<file path="src/rtl/pll_sup_pkg.sv">
// Shared types and helpers for the PLL lock supervisor: one-hot state
// encoding, default parameter values and the timer-width calculation.
package pll_sup_pkg;

  typedef enum logic [3:0] {
    WAIT_LOCK = 4'b0001,
    STABLE    = 4'b0010,
    RUN       = 4'b0100,
    PLL_RST   = 4'b1000
  } sup_state_e;

  localparam int DEF_STABLE_CYCLES  = 1024;
  localparam int DEF_TIMEOUT_CYCLES = 1048576;
  localparam int DEF_PLLRST_CYCLES  = 16;
  localparam int DEF_CNT_W          = 8;

  // Timer must reach (largest interval - 1); never narrower than one bit.
  function automatic int timer_width(input int a, input int b, input int c);
    int m;
    m = a;
    if (b > m) m = b;
    if (c > m) m = c;
    if ($clog2(m) < 1) return 1;
    else return $clog2(m);
  endfunction

endpackage

</file>
<file path="src/rtl/sync_2ff.sv">
// Generic two-flop synchronizer for a single asynchronous level signal.
module sync_2ff #(
  parameter logic RESET_VAL = 1'b1
) (
  input  logic clk,
  input  logic rst_n,
  input  logic d,
  output logic q
);

  logic meta;

  // Two-stage capture of the asynchronous input.
  always_ff @(posedge clk or negedge rst_n) begin
    if (!rst_n) begin
      meta <= RESET_VAL;
      q    <= RESET_VAL;
    end else begin
      meta <= d;
      q    <= meta;
    end
  end

endmodule

</file>
<file path="src/rtl/pll_lock_supervisor.sv">
// Holds downstream logic in reset until PLL lock has been stable, resets the
// PLL when lock never arrives, and counts relock and timeout events.
module pll_lock_supervisor
  import pll_sup_pkg::*;
#(
  parameter int STABLE_CYCLES  = DEF_STABLE_CYCLES,
  parameter int TIMEOUT_CYCLES = DEF_TIMEOUT_CYCLES,
  parameter int PLLRST_CYCLES  = DEF_PLLRST_CYCLES,
  parameter int CNT_W          = DEF_CNT_W
) (
  input  logic             CLK,
  input  logic             RST_N,
  input  logic             lockedn,
  input  logic             clear_counts,
  output logic             pll_rst,
  output logic             rstn_out,
  output logic             ready,
  output logic [CNT_W-1:0] relock_count,
  output logic [CNT_W-1:0] timeout_count
);

  localparam int TW = timer_width(STABLE_CYCLES, TIMEOUT_CYCLES, PLLRST_CYCLES);
  localparam logic [TW-1:0]    STABLE_LAST  = TW'(STABLE_CYCLES - 1);
  localparam logic [TW-1:0]    TIMEOUT_LAST = TW'(TIMEOUT_CYCLES - 1);
  localparam logic [TW-1:0]    PLLRST_LAST  = TW'(PLLRST_CYCLES - 1);
  localparam logic [CNT_W-1:0] CNT_ONE      = CNT_W'(1);
  localparam logic [CNT_W-1:0] CNT_MAX      = {CNT_W{1'b1}};

  sup_state_e    state;
  sup_state_e    state_nxt;
  logic [TW-1:0] timer;
  logic          sync_q;
  logic          locked_s;
  logic          relock_inc;
  logic          timeout_inc;

  // A simultaneous clear and event leaves a count of one so the event survives.
  function automatic logic [CNT_W-1:0] cnt_next(input logic [CNT_W-1:0] cur,
                                                input logic inc, input logic clr);
    if (inc && clr) return CNT_ONE;
    else if (clr) return {CNT_W{1'b0}};
    else if (inc && (cur != CNT_MAX)) return cur + CNT_ONE;
    else return cur;
  endfunction

  sync_2ff #(.RESET_VAL(1'b1)) u_lock_sync (
    .clk   (CLK),
    .rst_n (RST_N),
    .d     (lockedn),
    .q     (sync_q)
  );

  assign locked_s = ~sync_q;

  // Next-state and event decode.
  always_comb begin
    state_nxt   = state;
    relock_inc  = 1'b0;
    timeout_inc = 1'b0;
    case (state)
      WAIT_LOCK: begin
        if (locked_s) begin
          state_nxt = STABLE;
        end else if (timer == TIMEOUT_LAST) begin
          state_nxt   = PLL_RST;
          timeout_inc = 1'b1;
        end else begin
          state_nxt = WAIT_LOCK;
        end
      end
      STABLE: begin
        if (!locked_s) state_nxt = WAIT_LOCK;
        else if (timer == STABLE_LAST) state_nxt = RUN;
        else state_nxt = STABLE;
      end
      RUN: begin
        if (!locked_s) begin
          state_nxt  = WAIT_LOCK;
          relock_inc = 1'b1;
        end else begin
          state_nxt = RUN;
        end
      end
      PLL_RST: begin
        if (timer == PLLRST_LAST) state_nxt = WAIT_LOCK;
        else state_nxt = PLL_RST;
      end
      default: state_nxt = WAIT_LOCK;
    endcase
  end

  // State, shared interval timer and event counters.
  always_ff @(posedge CLK or negedge RST_N) begin
    if (!RST_N) begin
      state         <= WAIT_LOCK;
      timer         <= {TW{1'b0}};
      relock_count  <= {CNT_W{1'b0}};
      timeout_count <= {CNT_W{1'b0}};
    end else begin
      state         <= state_nxt;
      timer         <= (state_nxt != state) ? {TW{1'b0}} : timer + TW'(1);
      relock_count  <= cnt_next(relock_count, relock_inc, clear_counts);
      timeout_count <= cnt_next(timeout_count, timeout_inc, clear_counts);
    end
  end

  assign pll_rst  = (state == PLL_RST);
  assign ready    = (state == RUN);
  assign rstn_out = (state == RUN);

endmodule

</file>
<file path="config.mk">
export PLATFORM = sky130hd
export DESIGN_NAME = pll_lock_supervisor
export DESIGN_NICKNAME = d
export VERILOG_FILES = /design/src/rtl/pll_sup_pkg.sv /design/src/rtl/sync_2ff.sv /design/src/rtl/pll_lock_supervisor.sv
export SDC_FILE = /design/constraint.sdc
export NUM_CORES = 1
export LEC_CHECK = 0
export ABC_CLOCK_PERIOD_IN_PS = 2900
export CAP_MARGIN = 20
export CORE_MARGIN = 2
export CORE_UTILIZATION = 52
export CTS_CLUSTER_DIAMETER = 60
export CTS_CLUSTER_SIZE = 14
export DETAILED_ROUTE_END_ITERATION = 10
export PLACE_DENSITY = 0.74
export SYNTH_ARGS = -nofsm -noshare
export SYNTH_HDL_FRONTEND = slang
export SYNTH_SLANG_ARGS = --single-unit
</file>
<file path="constraint.sdc">
create_clock -name CLK -period 2.9 [get_ports CLK]
set_clock_uncertainty 0.05 [all_clocks]
set_input_delay 0.58 -clock CLK [delete_from_list [all_inputs] [get_ports CLK]]
set_output_delay 0.58 -clock CLK [all_outputs]
set_load 0.02 [all_outputs]
</file>
# After elaboration in Yosys (flattened, before gate mapping)
# Index checks and enable logic that the tools add are counted.
[word_totals]
reg_bits = 42
inputBits = 4
out_inout_bits = 19
[op_classes]
n_addsub = 3
eq_ne = 10
n_mux = 19
n_reduce_logical = 6
[op_table]
columns = ["operator", "n"]
rows = [
  ["$mux W8", 6],
  ["$add A20 B1 Y20 const B", 1],
  ["$eq A20 B10 Y1 const B", 1],
  ["$eq A20 B20 Y1 const B", 1],
  ["$eq A20 B4 Y1 const B", 1],
  ["$mux W20", 1],
  ["$add A8 B1 Y8 const B", 2],
  ["$ne A8 B8 Y1 const B", 2],
  ["$pmux W4 S4", 1],
  ["$mux W4", 3],
  ["$mux W3", 3],
  ["$reduce_bool A3 Y1", 2],
  ["$mux W1", 5],
  ["$eq A4 B1 Y1 const B", 1],
  ["$eq A4 B2 Y1 const B", 1],
  ["$eq A4 B3 Y1 const B", 1],
  ["$eq A4 B4 Y1 const B", 1],
  ["$logic_and A1 B1 Y1", 4],
  ["$ne A4 B4 Y1", 1],
]

# Logic depth before layout (Yosys ltp)
# Gate-level depths: netlist of run 1.
[logic_depth]
ltp_word = 8
ltp_mapped = 7

# Modules after synthesis
# A second synthesis of run 1 with hierarchy kept.
[unflattened]
cells_unflattened = 238
hier_area_um2 = 2303.5
[by_module_without_submodules]
columns = ["mod", "n_inst", "cells_per_inst", "area_each_um2", "seq_area_each_um2"]
rows = [
  ["pll_lock_supervisor", 1, 236, 2250.9, 1002.2],
  ["sync_2ff", 1, 2, 52.6, 52.6],
]

# Least setup slack after synthesis of run 1
# OpenSTA, ideal clock, no wires.
[synth_timing]
path_type = "register to register"
from = "register state[2]"
to = "register relock_count[3]"
setup_time_ns = 0.078
arrival_ns = 2.625
path_slack_ns = 0.147
path_stages_with_launch = 6
n_path_buf = 1
cell_sequence = "dfrtp_1 clkbuf_1 nor4b_1 o211ai_1 or3_1 a21oi_1"
[synth_via]
elab_chain_len = 4
word_cells_on_any_way = 6
cone_classes = "eq/ne (1); mux (2); reduce/logical (3)"
[synth_rtl]
columns = ["item", "line_no", "rtl"]
rows = [
  ["start, declared", "pll_lock_supervisor.sv:29", "sup_state_e state;"],
  ["start signal, assigned", "pll_lock_supervisor.sv:100", "state <= state_nxt;"],
  ["$eq A4 B3 Y1 (*)", "n/a", ""],
  ["net ready", "pll_lock_supervisor.sv:17", "output logic ready,"],
  ["$mux W1 (*)", "pll_lock_supervisor.sv:60", "case (state)"],
  ["$logic_and A1 B1 Y1 (on tied branches)", "pll_lock_supervisor.sv:40, pll_lock_supervisor.sv:42", ""],
  ["$reduce_bool A3 Y1 (no source line) or $mux W8 (tied branches)", "n/a", ""],
  ["end signal, assigned", "pll_lock_supervisor.sv:97", "relock_count <= {CNT_W{1'b0}};"],
  ["end signal, assigned", "pll_lock_supervisor.sv:102", "relock_count <= cnt_next(relock_count, relock_inc, clear_counts);"],
  ["end, declared", "pll_lock_supervisor.sv:18", "output logic [CNT_W-1:0] relock_count,"],
]
# Mark *: on every way through the listed nets, which the timed path passes. The rest lies on a longest branch.
# A chain may end at the register's enable or synchronous reset.

# Final worst setup path of run 1
[layout_timing]
from = "register timer[0]"
to = "register timeout_count[5]"
[layout_via]
elab_chain_len = 6
word_cells_on_any_way = 8
cone_classes = "eq/ne (1); mux (4); reduce/logical (3)"
[layout_rtl]
columns = ["item", "line_no", "rtl"]
rows = [
  ["start, declared", "pll_lock_supervisor.sv:31", "logic [TW-1:0] timer;"],
  ["start signal, assigned", "pll_lock_supervisor.sv:96", "timer <= {TW{1'b0}};"],
  ["start signal, assigned", "pll_lock_supervisor.sv:101", "timer <= (state_nxt != state) ? {TW{1'b0}} : timer + TW'(1);"],
  ["$eq A20 B20 Y1 (*)", "pll_lock_supervisor.sv:64", "end else if (timer == TIMEOUT_LAST) begin"],
  ["$mux W1 (*)", "pll_lock_supervisor.sv:64", ""],
  ["$mux W1 (*)", "pll_lock_supervisor.sv:62", "if (locked_s) begin"],
  ["$mux W1 (*)", "pll_lock_supervisor.sv:60", ""],
  ["$logic_and A1 B1 Y1 (on tied branches)", "pll_lock_supervisor.sv:40, pll_lock_supervisor.sv:42", ""],
  ["$reduce_bool A3 Y1 (no source line) or $mux W8 (tied branches)", "n/a", ""],
  ["end signal, assigned", "pll_lock_supervisor.sv:98", "timeout_count <= {CNT_W{1'b0}};"],
  ["end signal, assigned", "pll_lock_supervisor.sv:103", "timeout_count <= cnt_next(timeout_count, timeout_inc, clear_counts);"],
  ["end, declared", "pll_lock_supervisor.sv:19", "output logic [CNT_W-1:0] timeout_count"],
]
# Mark *: on every way between the ends. The rest lies on a longest branch, timed or not.

==> results of run 1 <==
==> path summary, 6_finish.rpt <==
check | from | endpoint | slack (ns) | cells past startpoint
hold reg to reg | u_lock_sync.meta | u_lock_sync.q | 0.31 | 0
hold / removal | u_lock_sync.meta | u_lock_sync.q | 0.31 | 0
min in group asynchronous | RST_N | timeout_count[6] | 0.36 | 1
setup / recovery | timer[0] | timeout_count[5] | 0.24 | 6
setup reg to reg | timer[0] | timeout_count[5] | 0.24 | 6
max in group asynchronous | RST_N | timer[9] | 1.88 | 1
==> final cells by class <==
cell class / instances / area, sq um
Timing Repair Buffer: 28 / 260.3
Tap cell: 52 / 65.06
Fill cell: 393 / 1650
Multi-Input combinational cell: 178 / 1195
Sequential cell: 42 / 1055
Clock buffer: 7 / 86.33
Inverter: 2 / 7.507
Clock inverter: 1 / 5.005
==> sequential cells by signal, indices dropped and copies added, names as in the netlist <==
signal,count
relock_count,8
state,4
u_lock_sync.meta,1
u_lock_sync.q,1
timeout_count,8
timer,20
==> kinds of logic (layout without fill, tap and decap cells) <==
logic type	after synthesis	in the layout	share of synthesized area
XOR/XNOR	26	26	0.09806
AND/OR/NAND/NOR	101	101	0.2549
multiplexers	1	1	0.004311
adder cells (fa/ha/maj)	3	3	0.01617
AO/OA/AOI/OAI	47	47	0.1385
flip-flops	42	42	0.4542
buffers and inverters	18	38	0.03395
==> stage by stage <==
stage               worst slack [ns]  area [sq um]  instances  total power (uW)
finish                        0.2429          2674        310              1349
CTS                           0.2692          2668        310              1364
global placement              0.3238          2576        302             974.6
global route                 0.08645          2674        310              1423
detailed placement            0.2810          2576        302             971.6
floorplan                     0.1472          2322        238             871.9
==> where the power goes <==
part	leakage, uW	internal [uW]	switching (uW)	total (uW)
combinational	0.000405	117	192	309
clock	0.0000482	192	192	384
sequential	0.000574	616	39.9	656
total	0.00103	925	425	1350
==> cells in the mapped netlist, types with 2 or more instances <==
master	n	area, sq um
nor2_1	16	60.06
o211ai_1	2	15.01
nand3b_1	3	22.52
dfrtp_1	39	975.9
o31ai_1	4	30.03
and4_1	3	26.28
nand4_1	6	37.54
ha_1	3	37.54
nand2b_1	3	18.77
a21oi_1	11	55.05
nand3_1	16	80.08
a211oi_1	21	157.7
dfstp_2	3	78.83
nor4b_2	2	30.03
xnor2_1	15	131.4
nor3_1	7	35.03
or4_1	8	60.06
o21ai_0	2	10.01
inv_1	2	7.510
and2_1	2	12.51
or2_2	2	12.51
or3_1	4	25.02
nand2_1	16	60.06
nor4b_1	2	17.52
xor2_1	11	96.34
clkbuf_1	13	48.80
nor4_1	4	25.02
==> per-layer routing <==
layer | global-route usage | up-vias | wire [um]
li1 | - | 923 | -
met1 | 0.2906 | 868 | 2212
met2 | 0.2897 | 42 | 2045
met3 | 0.04701 | 7 | 197
met4 | 0.08595 | 0 | 75
met5 | 0 | - | 0
==> timing repair <==
item / CTS / global route
setup endpoints to repair: 0 / 1
gates resized for setup: 0 / 1
hold endpoints to repair: 0 / 0
==> results by group, run 1 <==
Routing
  – Vias: 1840
  – Drt drc: 0
  – Total Wirelength: 4530 um
  – DR WL/cell: approximately 15 um
  – Vias per cell: 5.935
  – DRT iter0 DRCs: 115
  – First-pass DRT Iterations: 6
  – Post-DRT Antenna Nets: 0

Timing
  – RSZ-0062 raised after global routing: false
  – Period Utilization, post-route: 0.9162
  – Slew @ Worst Pin: between 0.9 and 1 ns
  – Hold Slack: 0.3074 ns
  – Fmax: ~0.38 GHz
  – Fin Setup TNS: 0 ns
  – Max Slew Vio Count: 0
  – Post-layout minimum cycle time: about 2.7 ns
  – Hold Vio Cnt, Final: 0
  – Final setup viols: 0
  – Slew headroom: 0.3996

CTS
  – Max Root-Sink Buffers: 2
  – # Post-CTS Setup Buffers: 0
  – Clk sinks: 42
  – Clock Root Buffer: clkbuf_8
  – Hold-fix buffers, CTS: 0
  – H-Tree Depth: 2
  – TritonCTS clock tree: built
  – Clock transition at path regs: around 0.080 ns
  – Num CTS Buffers: 5
  – Clk Latency, worst-skew pair: roughly 0.29 ns

Global routing
  – Gr ovfl total: 0
  – GRT Total Usage: 0.2007
  – First-pass GRT wire length: about 8000 um
  – Vias in the first global route: 1700
  – Initial antenna violation count: 0
  – Largest net degree at the start of global routing: 43

Layout
  – Most frequent cells in the layout: 39 x dfrtp_1, 21 x a211oi_1, 21 x clkdlybuf4s50_1
  – Fraction of layout cells with a size suffix above 1: 0.1085
  – Nets: 264
  – # diodes: 0
  – Final Util: 0.6183
  – Most common cell after layout, fill and taps aside: dfrtp_1
  – Area growth syn-to-layout: 15.14%

Job
  – Max-Cap Viols: 0

Worst setup path
  – Crit path max-delay family: simple AND/OR/NAND/NOR gates
  – CP max stage cell: or4_4
  – Worst Setup Start Kind: flip-flop
  – WP buf/inv: 0
  – Worst Setup End Kind: flip-flop
  – Worst EP required: 3.06 ns
  – Setup CP Type: reg -> reg
  – Worst-path cell chain: ha_1 > nand3_1 > or4_4 > or3_1 > or4_1 > a21oi_1
  – Crit-path max FO: 10
  – WP data arrival: 2.82 ns
  – Worst path max stage delay: 0.57 ns

Floorplanning
  – Die Width: 70.83 um
  – FP Rows: 24
  – Die Y: 70.83 um
  – Core Area: 4324 sq um
  – Starting density of the core: 0.5370
  – Die area: 5016 sq um
  – Ports: 23

Synthesis
  – Synth Area per Inst: 9.757 sq um
  – Sequential-to-total area share from yosys stat: 0.4542
  – Syn Nets: 245
  – Synth async-reset ratio: 1.000
  – Synthesized flop and latch total: 42
  – Post-synthesis cell count: between 200 and 250
  – Post-synth EDFFs: 0
  – Synth cell types: 45
  – Top FF cell, synth: dfrtp_1
  – Synth warn: 0
  – Netlist Area Pre-Place: about 2300 sq um

Placement
  – Gp weighted congestion: 0.8283
  – PortBufs: 22
  – Hpwl dp: 3110 um

Power
  – Peak VDD IR: 0.5501 mV
  – Pwr/cell area: 504.6 nW/um^2
  – P_leak: between 0.001 and 0.0015 uW

Outcome
  – Outcome: finished clean

Hold path
  – Hold WC Path Type: reg -> reg
(Power assumes the default switching activity.)
==> run 2: changes to the inputs <==
Settings changed: RECOVER_POWER set to 25.
==> results by group, run 2 (same netlist as run 1, synthesis figures left out) <==
Outcome
  – Outcome: finished, violations left (was finished clean)
  – Violated checks: max-capacitance violations, max-slew violations

Placement
  – Gp weighted congestion: 0.8283 (unchanged)
  – Worst slack, placed: 0.2810 ns (unchanged)
  – Hpwl dp: 3110 um (unchanged)
  – PortBufs: 22 (unchanged)
  – DP Cell Count: 302 (unchanged)

Global routing
  – Gr ovfl total: 0 (unchanged)
  – First-pass GRT wire length: 7990 um (unchanged)
  – GRT Total Usage: 0.2007 (unchanged)
  – Largest net degree at the start of global routing: 43 (unchanged)
  – Initial antenna violation count: 0 (unchanged)
  – Vias in the first global route: 1700 (unchanged)

Timing
  – Post-layout minimum cycle time: 2.666 ns (was 2.657 ns)
  – Slew @ Worst Pin: 2.130 ns (was 0.9006 ns)
  – Fmax: 0.3752 GHz (was 0.3764 GHz)
  – Period Utilization, post-route: 0.9191 (was 0.9162)
  – Final setup viols: 0 (unchanged)
  – Hold Vio Cnt, Final: 0 (unchanged)
  – Slew headroom: -0.4202 (was 0.3996)
  – Hold Slack: 0.3074 ns (about the same)
  – Max Slew Vio Count: 43 (was 0)
  – Fin Setup TNS: 0 ns (unchanged)
  – RSZ-0062 raised after global routing: false (unchanged)
  – Worst Slack Setup Final: 0.2345 ns (was 0.2429 ns)

Power
  – Pwr/cell area: 505.2 nW/um^2 (was 504.6 nW/um^2)
  – P_leak: 0.001025 uW (was 0.001028 uW)
  – Peak VDD IR: 0.5505 mV (was 0.5501 mV)

Layout
  – Max reg flops: 20 (unchanged)
  – Final Non-Filler Cells: 310 (unchanged)
  – Nets: 264 (unchanged)
  – Sequential cell area: 1055 sq um (unchanged)
  – Fraction of layout cells with a size suffix above 1: 0.1047 (was 0.1085)
  – Area growth syn-to-layout: 15.09% (was 15.14%)
  – Final Util: 0.6181 (was 0.6183)
  – Largest regs: timer (20), relock_count (8), timeout_count (8) (unchanged)
  – Most common cell after layout, fill and taps aside: dfrtp_1 (unchanged)
  – Reg with most FFs: timer (unchanged)
  – Multi-input gate area: 1195 sq um (unchanged)
  – # diodes: 0 (unchanged)
  – Most frequent cells in the layout: 39 x dfrtp_1, 21 x a211oi_1, 20 x clkdlybuf4s50_1 (was 39 x dfrtp_1, 21 x a211oi_1, 21 x clkdlybuf4s50_1)
  – Filler instances: 394 (was 393)

Worst setup path
  – WP data arrival: 2.83 ns (was 2.82 ns)
  – Setup CP Type: reg -> reg (unchanged)
  – Crit-path max FO: 10 (unchanged)
  – Worst Setup End Kind: flip-flop (unchanged)
  – Worst Setup Start Kind: flip-flop (unchanged)
  – Worst EP required: 3.06 ns (about the same)

CTS
  – H-Tree Depth: 2 (unchanged)
  – Clock Root Buffer: clkbuf_8 (unchanged)
  – Clock transition at path regs: 0.08 ns (about the same)
  – TritonCTS clock tree: built (unchanged)
  – Clk Latency, worst-skew pair: 0.29 ns (about the same)
  – Num CTS Buffers: 5 (unchanged)
  – # Post-CTS Setup Buffers: 0 (unchanged)
  – Max Root-Sink Buffers: 2 (unchanged)
  – Clk sinks: 42 (unchanged)

Floorplanning
  – Ports: 23 (unchanged)
  – FP Rows: 24 (unchanged)
  – Die Y: 70.83 um (unchanged)
  – Starting density of the core: 0.5370 (unchanged)
  – Die Width: 70.83 um (unchanged)
  – Core Area: 4324 sq um (unchanged)
  – Die area: 5016 sq um (unchanged)

Job
  – Max-Cap Viols: 1 (was 0)

Routing
  – DR WL/cell: 14.58 um (was 14.61 um)
  – Post-DRT Antenna Nets: 0 (unchanged)
  – Vias: 1832 (was 1840)
  – First-pass DRT Iterations: 4 (was 6)
  – Vias per cell: 5.910 (was 5.935)
  – Drt drc: 0 (unchanged)
  – DRT iter0 DRCs: 115 (unchanged)
  – Total Wirelength: 4521 um (was 4530 um)

Hold path
  – Hold WC Path Type: reg -> reg (unchanged)
## run 2: final cells by class
class | instances | share of cell area
Multi-Input combinational cell | 178 | 0.4471
Sequential cell | 42 | 0.3947
Inverter | 2 | 0.002809
Clock inverter | 1 | 0.001873
Timing Repair Buffer | 28 | 0.09691
Clock buffer | 7 | 0.03230
Tap cell | 52 | 0.02434
## run 2: worst paths after layout
| check | depth (start not counted) | from | slack [ns] | endpoint |
|---|---|---|---|---|
| min | 0 | u_lock_sync.meta | 0.31 | u_lock_sync.q |
| max reg2reg | 6 | timer[0] | 0.23 | timeout_count[5] |
| max | 6 | timer[0] | 0.23 | timeout_count[5] |
| max in group asynchronous | 1 | RST_N | 0.74 | timer[9] |
| min reg2reg | 0 | u_lock_sync.meta | 0.31 | u_lock_sync.q |
| min in group asynchronous | 1 | RST_N | 0.85 | timeout_count[7] |
## run 2: per-stage QoR
| step | area [sq um] | power [uW] |
|---|---|---|
| after global routing | 2673 | 1422 |
| after CTS | 2668 | 1364 |
| final | 2673 | 1350 |
| after global placement | 2576 | 974.6 |
| after floorplan | 2322 | 871.9 |
| after detailed placement | 2576 | 971.6 |
## run 2: routing by layer
| metal | up-vias | track usage | wire length (um) |
|---|---|---|---|
| li1 | 923 | - | - |
| met3 | 7 | 0.04701 | 168 |
| met1 | 869 | 0.2906 | 2216 |
| met4 | 0 | 0.08595 | 75 |
| met5 | - | 0 | 0 |
| met2 | 33 | 0.2897 | 2060 |
## run 2: report_power, final
part	leakage (uW)	switching (uW)	internal, uW	total [uW]
clock	0.0000482	193	192	385
combinational	0.000402	193	116	310
sequential	0.000574	39.7	616	655
## run 2: worst max-delay path: stages, from the launching register on
cell	delay (ns)
dfrtp_1	0.39
ha_1	0.21
nand3_1	0.15
or4_4	0.57
or3_1	0.54
or4_1	0.52
a21oi_1	0.15
## run 2: timing repair
item | CTS | global route
gates resized for setup | 0 | 1
setup endpoints to repair | 0 | 1
hold buffers | 0 | 0
